`src/rtl/uart_pkg.sv`:
```
// Shared UART definitions: oversample ratio, parity modes and TX state encoding.
package uart_pkg;

    localparam int OVERSAMPLE = 8;
    localparam int TICK_W     = $clog2(OVERSAMPLE);

    localparam int PAR_NONE = 0;
    localparam int PAR_ODD  = 1;
    localparam int PAR_EVEN = 2;

    typedef enum logic [2:0] {
        TX_IDLE,
        TX_START,
        TX_DATA,
        TX_PARITY,
        TX_STOP,
        TX_DONE
    } tx_state_e;

endpackage

```
`src/rtl/uart_baudgen.sv`:
```
// Fractional phase accumulator: tick_o is the carry out of acc + Incr, giving
// an average tick rate of f_clk * Incr / 2^Width.
module uart_baudgen #(
    parameter int Width = 10,
    parameter int Incr  = 78
) (
    input  logic clk,
    input  logic reset,
    input  logic clr_i,
    input  logic en_i,
    output logic tick_o
);

    localparam logic [Width:0] IncrW = Incr[Width:0];

    logic [Width-1:0] acc_q, acc_d;
    logic [Width:0]   sum;

    assign sum    = {1'b0, acc_q} + IncrW;
    assign tick_o = en_i & sum[Width];

    // Clear wins over enable so a new frame always starts from phase zero.
    always_comb begin
        acc_d = acc_q;
        if (clr_i) begin
            acc_d = '0;
        end else if (en_i) begin
            acc_d = sum[Width-1:0];
        end
    end

    // NOTE: sequential state uses non-blocking assignments only; blocking here
    // would create order-dependent races between flops in simulation.
    always_ff @(posedge clk) begin
        if (reset) begin
            acc_q <= '0;
        end else begin
            acc_q <= acc_d;
        end
    end

endmodule

```
`src/rtl/uart_tx.sv`:
```
// UART transmitter: one byte per level send/done handshake, LSB first,
// optional parity and second stop bit, all outputs registered.
module uart_tx
    import uart_pkg::*;
#(
    parameter int Width    = 10,
    parameter int Incr     = 78,
    parameter int Parity   = PAR_NONE,
    parameter int StopBits = 1
) (
    input  logic       clk,
    input  logic       reset,
    input  logic [7:0] din,
    input  logic       send,
    output logic       done,
    output logic       busy,
    output logic       rout
);

    tx_state_e         state_q, state_d;
    logic [7:0]        shreg_q, shreg_d;
    logic [2:0]        bit_idx_q, bit_idx_d;
    logic [TICK_W-1:0] tick_cnt_q, tick_cnt_d;
    logic              par_q, par_d;
    logic              rout_q, rout_d;
    logic              busy_q, busy_d;
    logic              done_q, done_d;

    logic baud_clr;
    logic baud_en;
    logic tick;
    logic bit_end;
    logic par_final;

    assign baud_clr = (state_q == TX_IDLE) && send;
    assign baud_en  = (state_q != TX_IDLE) && (state_q != TX_DONE);
    assign bit_end  = tick && (tick_cnt_q == TICK_W'(OVERSAMPLE - 1));

    // Parity including the data bit being shifted out this cycle.
    assign par_final = (Parity == PAR_ODD) ? ~(par_q ^ shreg_q[0]) : (par_q ^ shreg_q[0]);

    uart_baudgen #(
        .Width (Width),
        .Incr  (Incr)
    ) u_baudgen (
        .clk    (clk),
        .reset  (reset),
        .clr_i  (baud_clr),
        .en_i   (baud_en),
        .tick_o (tick)
    );

    // NOTE: every variable gets its hold value first so no path through the
    // case statement can leave one unassigned and infer a latch.
    always_comb begin
        state_d    = state_q;
        shreg_d    = shreg_q;
        bit_idx_d  = bit_idx_q;
        tick_cnt_d = tick_cnt_q;
        par_d      = par_q;
        rout_d     = rout_q;
        busy_d     = busy_q;
        done_d     = done_q;

        if (tick) begin
            tick_cnt_d = tick_cnt_q + 1'b1;
        end

        case (state_q)
            TX_IDLE: begin
                if (send) begin
                    shreg_d    = din;
                    bit_idx_d  = '0;
                    tick_cnt_d = '0;
                    par_d      = 1'b0;
                    rout_d     = 1'b0;
                    busy_d     = 1'b1;
                    state_d    = TX_START;
                end
            end
            TX_START: begin
                if (bit_end) begin
                    rout_d  = shreg_q[0];
                    state_d = TX_DATA;
                end
            end
            TX_DATA: begin
                if (bit_end) begin
                    shreg_d   = shreg_q >> 1;
                    par_d     = par_q ^ shreg_q[0];
                    bit_idx_d = bit_idx_q + 3'd1;
                    if (bit_idx_q == 3'd7) begin
                        bit_idx_d = '0;
                        if (Parity != PAR_NONE) begin
                            rout_d  = par_final;
                            state_d = TX_PARITY;
                        end else begin
                            rout_d  = 1'b1;
                            state_d = TX_STOP;
                        end
                    end else begin
                        rout_d = shreg_q[1];
                    end
                end
            end
            TX_PARITY: begin
                if (bit_end) begin
                    rout_d    = 1'b1;
                    bit_idx_d = '0;
                    state_d   = TX_STOP;
                end
            end
            TX_STOP: begin
                if (bit_end) begin
                    if (bit_idx_q == 3'(StopBits - 1)) begin
                        busy_d  = 1'b0;
                        done_d  = 1'b1;
                        state_d = TX_DONE;
                    end else begin
                        bit_idx_d = bit_idx_q + 3'd1;
                    end
                end
            end
            TX_DONE: begin
                // Held send keeps us here: a new frame needs send seen low first.
                if (!send) begin
                    done_d  = 1'b0;
                    state_d = TX_IDLE;
                end
            end
            default: begin
                rout_d  = 1'b1;
                busy_d  = 1'b0;
                done_d  = 1'b0;
                state_d = TX_IDLE;
            end
        endcase
    end

    always_ff @(posedge clk) begin
        if (reset) begin
            state_q    <= TX_IDLE;
            shreg_q    <= '0;
            bit_idx_q  <= '0;
            tick_cnt_q <= '0;
            par_q      <= 1'b0;
            rout_q     <= 1'b1;
            busy_q     <= 1'b0;
            done_q     <= 1'b0;
        end else begin
            state_q    <= state_d;
            shreg_q    <= shreg_d;
            bit_idx_q  <= bit_idx_d;
            tick_cnt_q <= tick_cnt_d;
            par_q      <= par_d;
            rout_q     <= rout_d;
            busy_q     <= busy_d;
            done_q     <= done_d;
        end
    end

    assign rout = rout_q;
    assign busy = busy_q;
    assign done = done_q;

endmodule

```
`config.mk`:
```
export PLATFORM = sky130hd
export DESIGN_NAME = uart_tx
export DESIGN_NICKNAME = d
export VERILOG_FILES = /design/src/rtl/uart_pkg.sv /design/src/rtl/uart_baudgen.sv /design/src/rtl/uart_tx.sv
export SDC_FILE = /design/constraint.sdc
export NUM_CORES = 1
export LEC_CHECK = 0
export BUFFER_PORTS_ARGS = -buffer_cell sky130_fd_sc_hd__buf_4
export CORE_ASPECT_RATIO = 1.2
export CORE_MARGIN = 10
export CORE_UTILIZATION = 35
export DETAILED_ROUTE_END_ITERATION = 12
export GPL_TIMING_DRIVEN = 0
export HOLD_SLACK_MARGIN = 0.06
export MAX_ROUTING_LAYER = met4
export PLACE_DENSITY = 0.54
export SLEW_MARGIN = 20
export SYNTH_ARGS = -nofsm -noshare
export SYNTH_HDL_FRONTEND = slang
export SYNTH_SLANG_ARGS = --single-unit
```
`constraint.sdc`:
```
create_clock -name clk -period 4.4 [get_ports clk]
set_input_delay 0.22 -clock clk [delete_from_list [all_inputs] [get_ports clk]]
set_output_delay 0.22 -clock clk [all_outputs]
set_load 0.1 [all_outputs]
```
== After elaboration in Yosys (flattened, before gate mapping) ==
Index checks and enable logic that the tools add are counted.
Word-level totals
  register bits after elaboration: 30
  bits in latches: 0
  bits in writable memories: 0
  bits in read-only memories: 0
  input port bits: 11
  output and inout bits: 3
  logic and storage cells: 86
  memories kept: 0
Operators by class
  $add $sub $neg: 3
  multipliers: 0
  divide/modulo/power cells: 0
  magnitude comparators: 0
  eq/ne operators: 17
  shifts and indexed selects: 0
  muxes and demuxes: 36
  bitwise operators: 4
  reductions and logical operators: 18
Operators by type and width (count)
  $mux W3: 17
  $ne A2 B2 Y1 const B: 9
  $pmux W3 S6: 1
  $mux W8: 2
  $pmux W8 S2: 1
  $eq A3 B3 Y1 const B: 4
  $pmux W3 S4: 1
  $add A10 B7 Y11 const B: 1
  $mux W1: 11
  $reduce_and A4 Y1: 2
  $reduce_and A8 Y1: 1
  $reduce_or A4 Y1: 2
  $add A3 B1 Y3 const B: 2
  $eq A3 B2 Y1 const B: 2
  $logic_not A3 Y1: 2
  $pmux W1 S3: 2
  $reduce_and A6 Y1: 1
  $pmux W1 S5: 1
  $reduce_and A5 Y1: 1
  $reduce_bool A4 Y1: 1
  $reduce_or A2 Y1: 2
  $eq A3 B1 Y1 const B: 1
  $logic_and A1 B1 Y1: 3
  $ne A3 B3 Y1 const B: 1
  5 further kinds: 7

== Logic depth before layout (Yosys ltp) ==
Gate-level depths: netlist of run 1.
  depth in word-level cells: 6
  mapped depth: 7
  depth with buffers taken out: 7

== Modules after synthesis ==
Synthesis of run 1 repeated with hierarchy kept, for this count alone.
Second synthesis, totals
  cell total of the unflattened synthesis: 181
  area, all modules: 1517.7 sq um
By module, submodules not included
  uart_tx: instances 1, cells each 132, area an instance 1111.1 sq um, seq. area each 400.4 sq um
  uart_baudgen: instances 1, cells each 49, area an instance 406.6 sq um, seq. area each 180.2 sq um

== Worst setup path after synthesis of run 1 ==
No wires, ideal clock.
  path kind: flip-flop to flip-flop
  start: register tick_cnt_q[0]
  end: register bit_idx_q[0]
  library setup time: 0.123 ns
  arrival time: 1.688 ns
  required time: 4.277 ns
  path slack: 2.589 ns
  cell stages (with the launch flop): 8
  buffers on the path: 0
  clock period less this slack: 1.811 ns
  cells stage by stage: dfxtp_1 > ha_1 > ha_1 > and3_1 > o2111ai_1 > a221oi_1 > nand3_1 > mux2_1
Between the ends
  cells in the longest elaborated chain, start to end: 4
  elaborated cells on any way between the ends: 6
  those cells by class: eq/ne (4); reduce/logical (2)
Ends and longest elaborated chain
  start, declared: line uart_tx.sv:23  | logic [TICK_W-1:0] tick_cnt_q, tick_cnt_d;
  start signal, assigned: line uart_tx.sv:154  | tick_cnt_q <= tick_cnt_d;
  $eq A3 B3 Y1 (*): line uart_tx.sv:37  | assign bit_end = tick && (tick_cnt_q == TICK_W'(OVERSAMPLE - 1));
  $logic_and A1 B1 Y1 (*): line uart_tx.sv:37
  $ne A2 B2 Y1 (no source line)
  $reduce_and A6 Y1 (no source line) (*)
  end signal, assigned: line uart_tx.sv:153  | bit_idx_q <= bit_idx_d;
  end, declared: line uart_tx.sv:22  | logic [2:0] bit_idx_q, bit_idx_d;
Mark *: on every way between the ends. The rest lies on a longest branch, timed or not.
A chain may end at the register's enable or synchronous reset.

== Worst setup path in the final report of run 1 ==
  start: register state_q[1]
  end: register shreg_q[6]
Between the ends
  cells in the longest elaborated chain, start to end: 6
  elaborated cells on any way between the ends: 12
  those cells by class: eq/ne (4); mux (1); bitwise (1); reduce/logical (6)
Ends and longest elaborated chain
  start, declared: line uart_tx.sv:20  | tx_state_e state_q, state_d;
  start signal, assigned: line uart_tx.sv:151  | state_q <= state_d;
  $ne A3 B3 Y1 or $reduce_bool A3 Y1 (tied branches): line uart_tx.sv:36  | assign baud_en = (state_q != TX_IDLE) && (state_q != TX_DONE);
  $logic_and A1 B1 Y1: line uart_tx.sv:36
  $and A1 B1 Y1: line uart_baudgen.sv:20  | assign tick_o = en_i & sum[Width];
  $logic_and A1 B1 Y1: line uart_tx.sv:37
  $ne A2 B2 Y1 (no source line)
  $reduce_and A3 Y1 (no source line)
  end signal, assigned: line uart_tx.sv:152  | shreg_q <= shreg_d;
  end, declared: line uart_tx.sv:21  | logic [7:0] shreg_q, shreg_d;
Parallel ways exist; a longest one is shown, timed or not.

==> results.cfg, run 1 <==
[floorplanning]
core_sq_um = 4294
die_w_microns = 81.07
ios = 14
placementRows = 26
initial_core_util_pct = 36.48
fp.dieH_microns = 93.29
die_area_sq_um = 7563

[routing]
highest_layer = met4
vias = 1363
wl_met2_microns = 1626
drc_errors = 0
routed_wl_microns = 3392
drt-met1-wl_microns = 1592
wl_met3_microns = 143
postRouteAntennaNets = 0
wire_per_inst_microns = 12.66
drt-initial-drc-count = 38
first_pass_iters = 4
viasPerCell = 5.086

[synthesis]
ys_ff_latch = 29
avgSynthCellArea_sq_um = 8.202
syn-num-nets = 208
ys_seq_area_share_pct = 37.06
synth_edf_count = 0
ys.flop_type = dfxtp_1
yosys_warnings = 0
synth.top_cell.area_share_pct = 37.06
synth.distinct_cells = 42
synthArstFlopShare_pct = 0
netlist_top_cells_area = dfxtp_1 37%, nor2_1 7.4%, nand2_1 5.3%
synthCells = 191
yosysTopAreaCell = dfxtp_1
syn_area_sq_um = 1567

[sta]
fmax_mhz = 448.5
setup_viol = 0
hold_viol_final = 0
period_share_pct = 50.68
worstMarginPinSlew_ns = 0.8017
final.setup.tns_ns = 0
clock_skew_ns = 0.005581
slew_headroom_pct = 45.80
slew_viol_final = 0
fin_crit_ns = 2.230
holdWs_ns = 0.2140
grt_setup_unrepaired = false

[worst_setup_path]
path_class = reg -> reg
worstPathMaxFanout = 10
arrival_ns = 2.42
start_kind = flip-flop
required_ns = 4.60
cp-end-kind = flip-flop

[layout]
seqCellArea_sq_um = 580.6
drive_above_1_share_pct = 14.15
n_antenna_cell = 0
multiInputGateArea_sq_um = 907.1
fillers = 468
fin_nets = 228
syn_to_final_growth_pct = 17.17

[clocking]
numClockSinks = 29
holdBufCountCts = 0
clock_latency_ns = 0.28
postCtsSetupRepairBufs = 0
numCtsBuffers = 5
cts_tree = built
cts.repair.resized = 0
cts_root_buffer = clkbuf_8
cts_max_level = 2
cts.clk_slew.worst_paths_ns = 0.06
clockBufferDepth = 2

[flow_run]
max_cap_viol_count = 0

[power_and_ir_drop]
ir_drop_mv = 0.1652
power.density_nw_per_um2 = 333.4
totalPowerFinal_w = 0.0006120
p_leak_nw = 0.7163

[place]
io_buffers = 13
gp_congestion = 0.8337
dpl.hpwl_microns = 2605

[global_routing]
grt_pass1_vias = 1290
grt_pass1_wl_microns = 5816
grt_usage_pct = 9.867
antenna_found_initial = 0
grt_overflow = 0
grt_max_degree = 11

[worst_hold_path]
hold_path_class = in -> reg

[outcome]
status = finished clean
## metrics by stage
step | setup slack, ns | instances | util (%) | instance area, sq um
finish | 2.170 | 268 | 42.74 | 1836
global route | 1.989 | 268 | 42.74 | 1836
CTS | 2.170 | 268 | 42.74 | 1836
detailed placement | 2.182 | 260 | 40.38 | 1734
global placement | 2.196 | 260 | 40.38 | 1734
floorplan | 2.589 | 191 | - | 1567
## critical path, stage by stage, from the launching register on
cell	delay, ns
dfxtp_1	0.30
clkbuf_1	0.20
nor4b_1	0.77
inv_1	0.26
o41ai_4	0.15
buf_6	0.21
nor2_1	0.05
a311oi_2	0.21
## cells by family after synthesis
group | share of synthesized area (%)
compound gates | 22.21
xor+xnor | 4.473
fa+ha+maj | 4.792
buf+inv | 5.032
flops | 37.06
mux | 2.716
simple gates | 23.72
## final cells by class
cell class	instances	share of cell area, %
clock buffer	7	5.249
tap	56	3.817
clock inverter	1	0.2727
timing repair buffer	13	5.317
buffer	10	2.454
multi-input combinational	143	49.42
sequential	29	31.63
inverter	9	1.840
## cell usage in the layout (no fill, tap or decap), types with 2 or more instances in the layout
| cell | instances |
|---|---|
| a311oi_2 | 2 |
| o21ai_0 | 7 |
| xnor2_1 | 6 |
| buf_4 | 13 |
| nor4_1 | 2 |
| and3_1 | 2 |
| clkbuf_1 | 9 |
| xor2_1 | 2 |
| clkbuf_8 | 7 |
| nand3_1 | 4 |
| inv_1 | 9 |
| dfxtp_1 | 29 |
| nand2_1 | 22 |
| nor3_1 | 8 |
| ha_1 | 6 |
| o41ai_2 | 2 |
| a311oi_1 | 5 |
| a21oi_1 | 12 |
| nand2b_1 | 2 |
| or3_1 | 3 |
| nor2_1 | 31 |
| nor4b_1 | 2 |
| mux2i_1 | 2 |
| nor2b_1 | 3 |
| mux2_1 | 2 |
## synth_stat cells (2+ instances only)
master / count
nor3_1: 8
mux2i_1: 2
o21ai_0: 7
a21oi_1: 12
nor4_1: 2
xnor2_1: 6
or3_1: 3
nor2b_1: 3
ha_1: 6
nor2_1: 31
nand3_1: 4
o41ai_2: 2
nand2_1: 22
inv_1: 9
nand2b_1: 2
a311oi_1: 5
a311oi_2: 2
xor2_1: 2
clkbuf_1: 9
dfxtp_1: 29
and3_1: 2
mux2_1: 2
nor4b_1: 2
## report_power, final
part	total [W]	internal, W	switching [W]
Sequential	0.000284	0.000275	0.00000885
Clock	0.000239	0.000141	0.0000975
Combinational	0.0000895	0.0000346	0.0000549
## state kept, by name, indices dropped and copies added, names as in the netlist
register / cells
shreg_q: 8
done: 1
tick_cnt_q: 3
u_baudgen.acc_q: 9
bit_idx_q: 3
rout: 1
busy: 1
state_q: 3
## per-layer routing
metal	track usage [%]	vias to the layer above
met5	-	-
met4	3.613	0
met3	3.544	4
met2	15.63	30
met1	11.13	613
li1	-	716
## worst paths after layout
check                           depth (start not counted)       start    endpoint  slack (ns)
worst min-delay path                                    3      din[4]  shreg_q[4]        0.21
worst max register to register                          7  state_q[1]  shreg_q[6]        2.17
worst max-delay path                                    7  state_q[1]  shreg_q[6]        2.17
worst min register to register                          2  shreg_q[2]  shreg_q[1]        0.48
Power figures use the tool's default switching activity.
==> run 2: changes to the inputs <==
ABC_AREA = 1   (was not set)
PLACE_DENSITY = 0.55   (was 0.54)
clock period = 1.9 ns   (was 4.4 ns; I/O delays follow)
==> run 2 against run 1 <==
  * Synthesized area up 5.2%
  * Clock-buffer cell count unchanged
  * Synthesized cell count up 26%
  * Largest power group is now combinational cells
  * Non-clock buffer count down 3
  * Maximum frequency up 33%
  * Global-route usage up 0.65 points
  * Design area up 6.9%
  * Total power rose to 5.4 times the previous value
  * Critical endpoint is now shreg_q[0]
  * Clock power rose to 2.7 times the previous value
  * First-iteration DRC count rose to 3.6 times the previous value
  * Sequential power rose to 3.2 times the previous value
==> results.cfg, run 2 <==
[worst_setup_path]
start_kind = flip-flop
reg2reg_to = shreg_q[0]
r2r-start = state_q[2]
ff2ff_setup_slack_ns = 0.23
path_class = reg -> reg
arrival_ns = 1.89
cp-end-kind = flip-flop
reg2reg_depth = 9
worstPathMaxFanout = 9
required_ns = 2.12

[place]
pre_cts_ws_ns = 0.1497
dpl.hpwl_microns = 2701
gp_congestion = 0.8562
io_buffers = 13

[global_routing]
grt_pass1_vias = 1444
grt_pass1_wl_microns = 6306
grt_max_degree = 11
antenna_found_initial = 0
grt_overflow = 0
grt_usage_pct = 10.51

[clocking]
numCtsBuffers = 5
numClockSinks = 29
cts_tree = built
clockBufferDepth = 2
cts_root_buffer = clkbuf_8
cts_max_level = 2
clock_latency_ns = 0.28
cts.clk_slew.worst_paths_ns = 0.06

[routing]
vias = 1501
first_pass_iters = 4
viasPerCell = 4.647
routed_wl_microns = 3575
wire_per_inst_microns = 11.07
postRouteAntennaNets = 0
drc_errors = 0
drt-initial-drc-count = 137

[power_and_ir_drop]
p_leak_nw = 0.9367
power.density_nw_per_um2 = 1689
ir_drop_mv = 0.5810

[worst_hold_path]
hold_path_class = in -> reg
hold_depth = 3
hold_path_end = shreg_q[7]
min_from = din[7]

[synthesis]
ys_ff_latch = 29
yosys_warnings = 0
synth_edf_count = 0
syn_area_sq_um = 1648
synthMuxAreaShare_pct = 0
yosys.area_share.simple_pct = 36.90
ys_seq_area_share_pct = 35.23
synth.top_cell.area_share_pct = 35.23
synth.distinct_cells = 26
yosysMostFrequentCell = nand2_1
netlist_top_cells_area = dfxtp_1 35%, nand2_1 13%, nor2_1 8.4%
syn-num-nets = 258
avgSynthCellArea_sq_um = 6.837
yosysTopAreaCell = dfxtp_1
synth_compound_area_share_pct = 15.34
synth_adder_area_share_pct = 4.556
synthCells = 241
synthArstFlopShare_pct = 0
synth_common_cells = 58 x nand2_1, 37 x nor2_1, 29 x dfxtp_1
synth_xor_area_share_pct = 0
synth_top_family_by_area = simple AND/OR/NAND/NOR gates
ys.flop_type = dfxtp_1

[sta]
clock_skew_ns = 0.006249
slew_headroom_pct = 76.25
final.setup.tns_ns = 0
worstMarginPinSlew_ns = 0.3525
period_share_pct = 88.06
hold_viol_final = 0
setup_viol = 0
grt_setup_unrepaired = false
slew_viol_final = 0
layout_setup_ws_ns = 0.2269
fmax_mhz = 597.7
fin_crit_ns = 1.673

[floorplanning]
initial_core_util_pct = 36.13
die_w_microns = 82.64
core_sq_um = 4561
ios = 14
fp.dieH_microns = 95.17
placementRows = 27
die_area_sq_um = 7864

[layout]
drive_above_1_share_pct = 18.49
final_common_cell = nand2_1
largest-register = u_baudgen.acc_q
reg_top3 = u_baudgen.acc_q x9, shreg_q x8
largest_register_ffs = 9
final_cell_mix = 57 x nand2_1, 37 x nor2_1, 29 x dfxtp_1
n_antenna_cell = 0
syn_to_final_growth_pct = 19.06
fin_nets = 281

[outcome]
status = finished clean

[flow_run]
max_cap_viol_count = 0
-- run 2: cell count changes after synthesis, sizes merged, moves of 3 or more --
cell,before,now
nand2,22,66
inv,9,29
o21ai,8,23
nor2,32,43
clkbuf,9,0
nand3,4,13
a311oi,7,0
xnor2,6,0
o41ai,4,0
buf,1,4
nor2b,3,0
or3,3,0
-- run 2: cell families after synthesis --
family          count (synthesis)
flops                          29
fa+ha+maj                       6
compound gates                 43
simple gates                  130
buf+inv                        33
-- run 2: how the worst max path moves through the flow --
stage | start | end | slack (ns) | cells after the start
global placement | state_q[2] | shreg_q[0] | 0.14 | 9
global route | u_baudgen.acc_q[1] | u_baudgen.acc_q[9] | 0.03 | 9
floorplan | state_q[2] | rout | 0.44 | 11
finish | state_q[2] | shreg_q[0] | 0.23 | 9
CTS | state_q[1] | u_baudgen.acc_q[2] | 0.14 | 9
detailed placement | state_q[1] | u_baudgen.acc_q[1] | 0.15 | 9
-- run 2: power breakdown --
group | internal [W] | leakage (nW) | switching [W]
Sequential | 0.000795 | 0.238 | 0.000123
Clock | 0.000427 | 0.0585 | 0.000230
Combinational | 0.000579 | 0.640 | 0.00116
Total | 0.00180 | 0.937 | 0.00151
-- run 2: stage by stage --
step	total power (W)	instances	utilization, %	hold WS (ns)	area [sq um]
2_1_floorplan	0.002315	241	-	0.1641	1648
3_3_place_gp	0.002635	312	39.86	0.2949	1818
3_5_place_dp	0.002649	312	39.86	0.2937	1818
4_1_cts	0.003325	321	42.63	0.09269	1944
5_1_grt	0.003652	323	43.02	0.09841	1962
6_report	0.003314	323	43.02	0.09912	1962
-- run 2: layout make-up --
cell class / count / area (sq um)
inverters: 29 / 108.9
fillers: 516 / 2599
repair buffers: 16 / 122.6
clock buffers: 7 / 86.33
well taps: 58 / 72.57
multi-input cells: 179 / 938.4
flip-flops and latches: 29 / 580.6
clock inverters: 1 / 30.03
plain buffers: 4 / 22.52
-- run 2: repair_timing --
item	CTS	global route
buffers inserted	0	2
hold buffers	1	0
resized for setup	0	1
hold endpoints to repair	3	0
setup endpoints to repair	0	6
-- run 2: routing by layer --
metal  up-vias  share of wire [%]  GRT usage (%)
met5         -                  0              -
met4         0                1.7          4.190
met3         7                3.6          3.107
met2        21                 47          16.69
met1       653                 47          12.09
li1        820                  -              -
-- run 2: critical path, stage by stage (launching register included) --
cell     delay [ns]
dfxtp_1        0.44
inv_2          0.11
nand2_2        0.11
nand2_4        0.11
nor2_8         0.14
nand3_4        0.15
o21ai_4        0.22
buf_4          0.16
o21ai_0        0.08
nor2_1         0.10
==> run 3: changes to the inputs <==
CORE_UTILIZATION = 53   (was 35)
GPL_TIMING_DRIVEN = 1   (was 0)
PLACE_DENSITY = 0.77   (was 0.55)
==> run 3 against run 2 <==
  * Die area decreased by 27%
  * Routed wire length fell by 5.0%
  * Flip-flop and latch count unchanged
  * Sequential share of layout area up 1.4 points
  * Via count down 0.60%
  * Sequential power grew 3.3%
  * Design area shrank 4.0%
  * Critical path depth unchanged
  * First-iteration DRC count down 58%
  * Final cell count down 7.1%
  * Worst setup slack got worse by 0.0054 ns
  * Clock skew barely moved
  * Largest power group unchanged
==> results.cfg, run 3 (same netlist as run 2, synthesis figures left out) <==
[sta]
final.setup.tns_ns = 0
fin_crit_ns = 1.679
worstMarginPinSlew_ns = 0.3384
setup_viol = 0
slew_viol_final = 0
slew_headroom_pct = 77.41
grt_setup_unrepaired = false
fmax_mhz = 595.8
clock_skew_ns = 0.005825
hold_viol_final = 0
period_share_pct = 88.34

[routing]
routed_wl_microns = 3397
viasPerCell = 4.973
vias = 1492
postRouteAntennaNets = 0
wire_per_inst_microns = 11.32
drt-initial-drc-count = 58
first_pass_iters = 5
drc_errors = 0

[worst_setup_path]
path_class = reg -> reg
critPathMaxStageDelay_ns = 0.45
slowest_stage = dfxtp_1
required_ns = 2.13
arrival_ns = 1.90
cp-end-kind = flip-flop
path_delay_family = simple AND/OR/NAND/NOR gates
path_buf_inv = 1
crit_path_cell_trace = nor2_2, nand2_2, nand2_4, nor2_8, nand3_4, o21ai_4, inv_2, nor2_1, nor2_1
crit_top_cell = nor2_1
worstPathMaxFanout = 9
start_kind = flip-flop

[layout]
utilization_pct = 62.19
final_cell_mix = 58 x nand2_1, 37 x nor2_1, 27 x dfxtp_1
syn_to_final_growth_pct = 14.28
largest_register_ffs = 9
reg_top3 = u_baudgen.acc_q x9, shreg_q x8
n_antenna_cell = 0
final_common_cell = nand2_1
fin_nets = 281
drive_above_1_share_pct = 18.18
largest-register = u_baudgen.acc_q

[global_routing]
grtUsageMet2_pct = 20.77
use_met1_pct = 14.45
grt_max_degree = 15
grt_overflow = 0
grt_usage_pct = 13.05
antenna_found_initial = 0
gr-max-usage-layer = met2
grt_pass1_vias = 1392
grt_pass1_wl_microns = 6009
grt_use_met3_pct = 4.878

[outcome]
status = finished clean

[floorplanning]
initial_core_util_pct = 54.42
fp.dieH_microns = 81.08
ios = 14
core_sq_um = 3028
die_w_microns = 70.90
die_area_sq_um = 5749
placementRows = 22

[place]
dpl.hpwl_microns = 2558
io_buffers = 13
gp_congestion = 0.8572

[clocking]
clock_latency_ns = 0.33
cts_tree = built
numCtsBuffers = 5
postCtsSetupRepairBufs = 0
cts_root_buffer = clkbuf_4
clockBufferDepth = 2
cts.clk_slew.worst_paths_ns = 0.09
cts_max_level = 2
numClockSinks = 29

[power_and_ir_drop]
p_leak_nw = 0.9113
power.density_nw_per_um2 = 1604
ir_drop_mv = 1.127

[flow_run]
max_cap_viol_count = 0

[worst_hold_path]
hold_path_class = in -> reg
==> run 3: cell count changes in the layout (fill, tap and decap cells not counted), moves of 2 or more <==
cell / previous run / this run
clkbuf_4: 0 / 5
buf_2: 3 / 0
dfxtp_2: 0 / 2
dfxtp_1: 29 / 27
clkbuf_8: 6 / 1
buf_4: 16 / 18
==> run 3: through the flow <==
step           power (W)  instances  hold WS, ns  instance area [sq um]  setup WS, ns
2_1_floorplan   0.002315        241       0.1641                   1648        0.4389
3_3_place_gp    0.002612        291       0.2897                   1805        0.1703
3_5_place_dp    0.002640        291       0.2913                   1805        0.1502
4_1_cts         0.003035        300      0.08427                   1881        0.1260
5_1_grt         0.003340        300       0.1026                   1883       0.02069
6_report        0.003021        300      0.08940                   1883        0.2215
==> run 3: report_power, final <==
group / leakage [nW] / switching (W) / total, W / internal (W)
Clock: 0.0314 / 0.000214 / 0.000389 / 0.000174
Combinational: 0.641 / 0.00112 / 0.00168 / 0.000569
Sequential: 0.239 / 0.000150 / 0.000948 / 0.000798
==> run 3: per-layer routing <==
metal | wire [microns] | up-vias | share of wire [%]
li1 | - | 824 | -
met2 | 1576 | 18 | 46
met3 | 147 | 8 | 4.3
met1 | 1614 | 642 | 48
met4 | 59 | 0 | 1.7
met5 | 0 | - | 0
==> run 3: worst min-delay path: cells and delay by family <==
| kind | cells | cell delay (ns) |
|---|---|---|
| simple gates | 4 | 0.21 |
| buf+inv | 1 | 0.08 |
==> run 3: worst paths after layout <==
path | start | endpoint | slack [ns] | cells after the start
max | state_q[0] | shreg_q[4] | 0.22 | 9
min reg2reg | shreg_q[7] | shreg_q[7] | 0.46 | 2
max reg2reg | state_q[0] | shreg_q[4] | 0.22 | 9
min | din[1] | shreg_q[1] | 0.09 | 5
==> run 3: area by class of cell <==
type | count | area [sq um]
clock buffers | 7 | 55.05
fillers | 290 | 1145
inverters | 29 | 108.9
multi-input cells | 179 | 935.9
flip-flops and latches | 29 | 583.1
well taps | 36 | 45.04
repair buffers | 20 | 155.1
==> run 3: repair_timing <==
| item | CTS | global route |
|---|---|---|
| endpoints found under the hold margin | 3 | 0 |
| hold buffers | 2 | 0 |
| resized for setup | 0 | 2 |
| endpoints found under the setup margin | 0 | 9 |
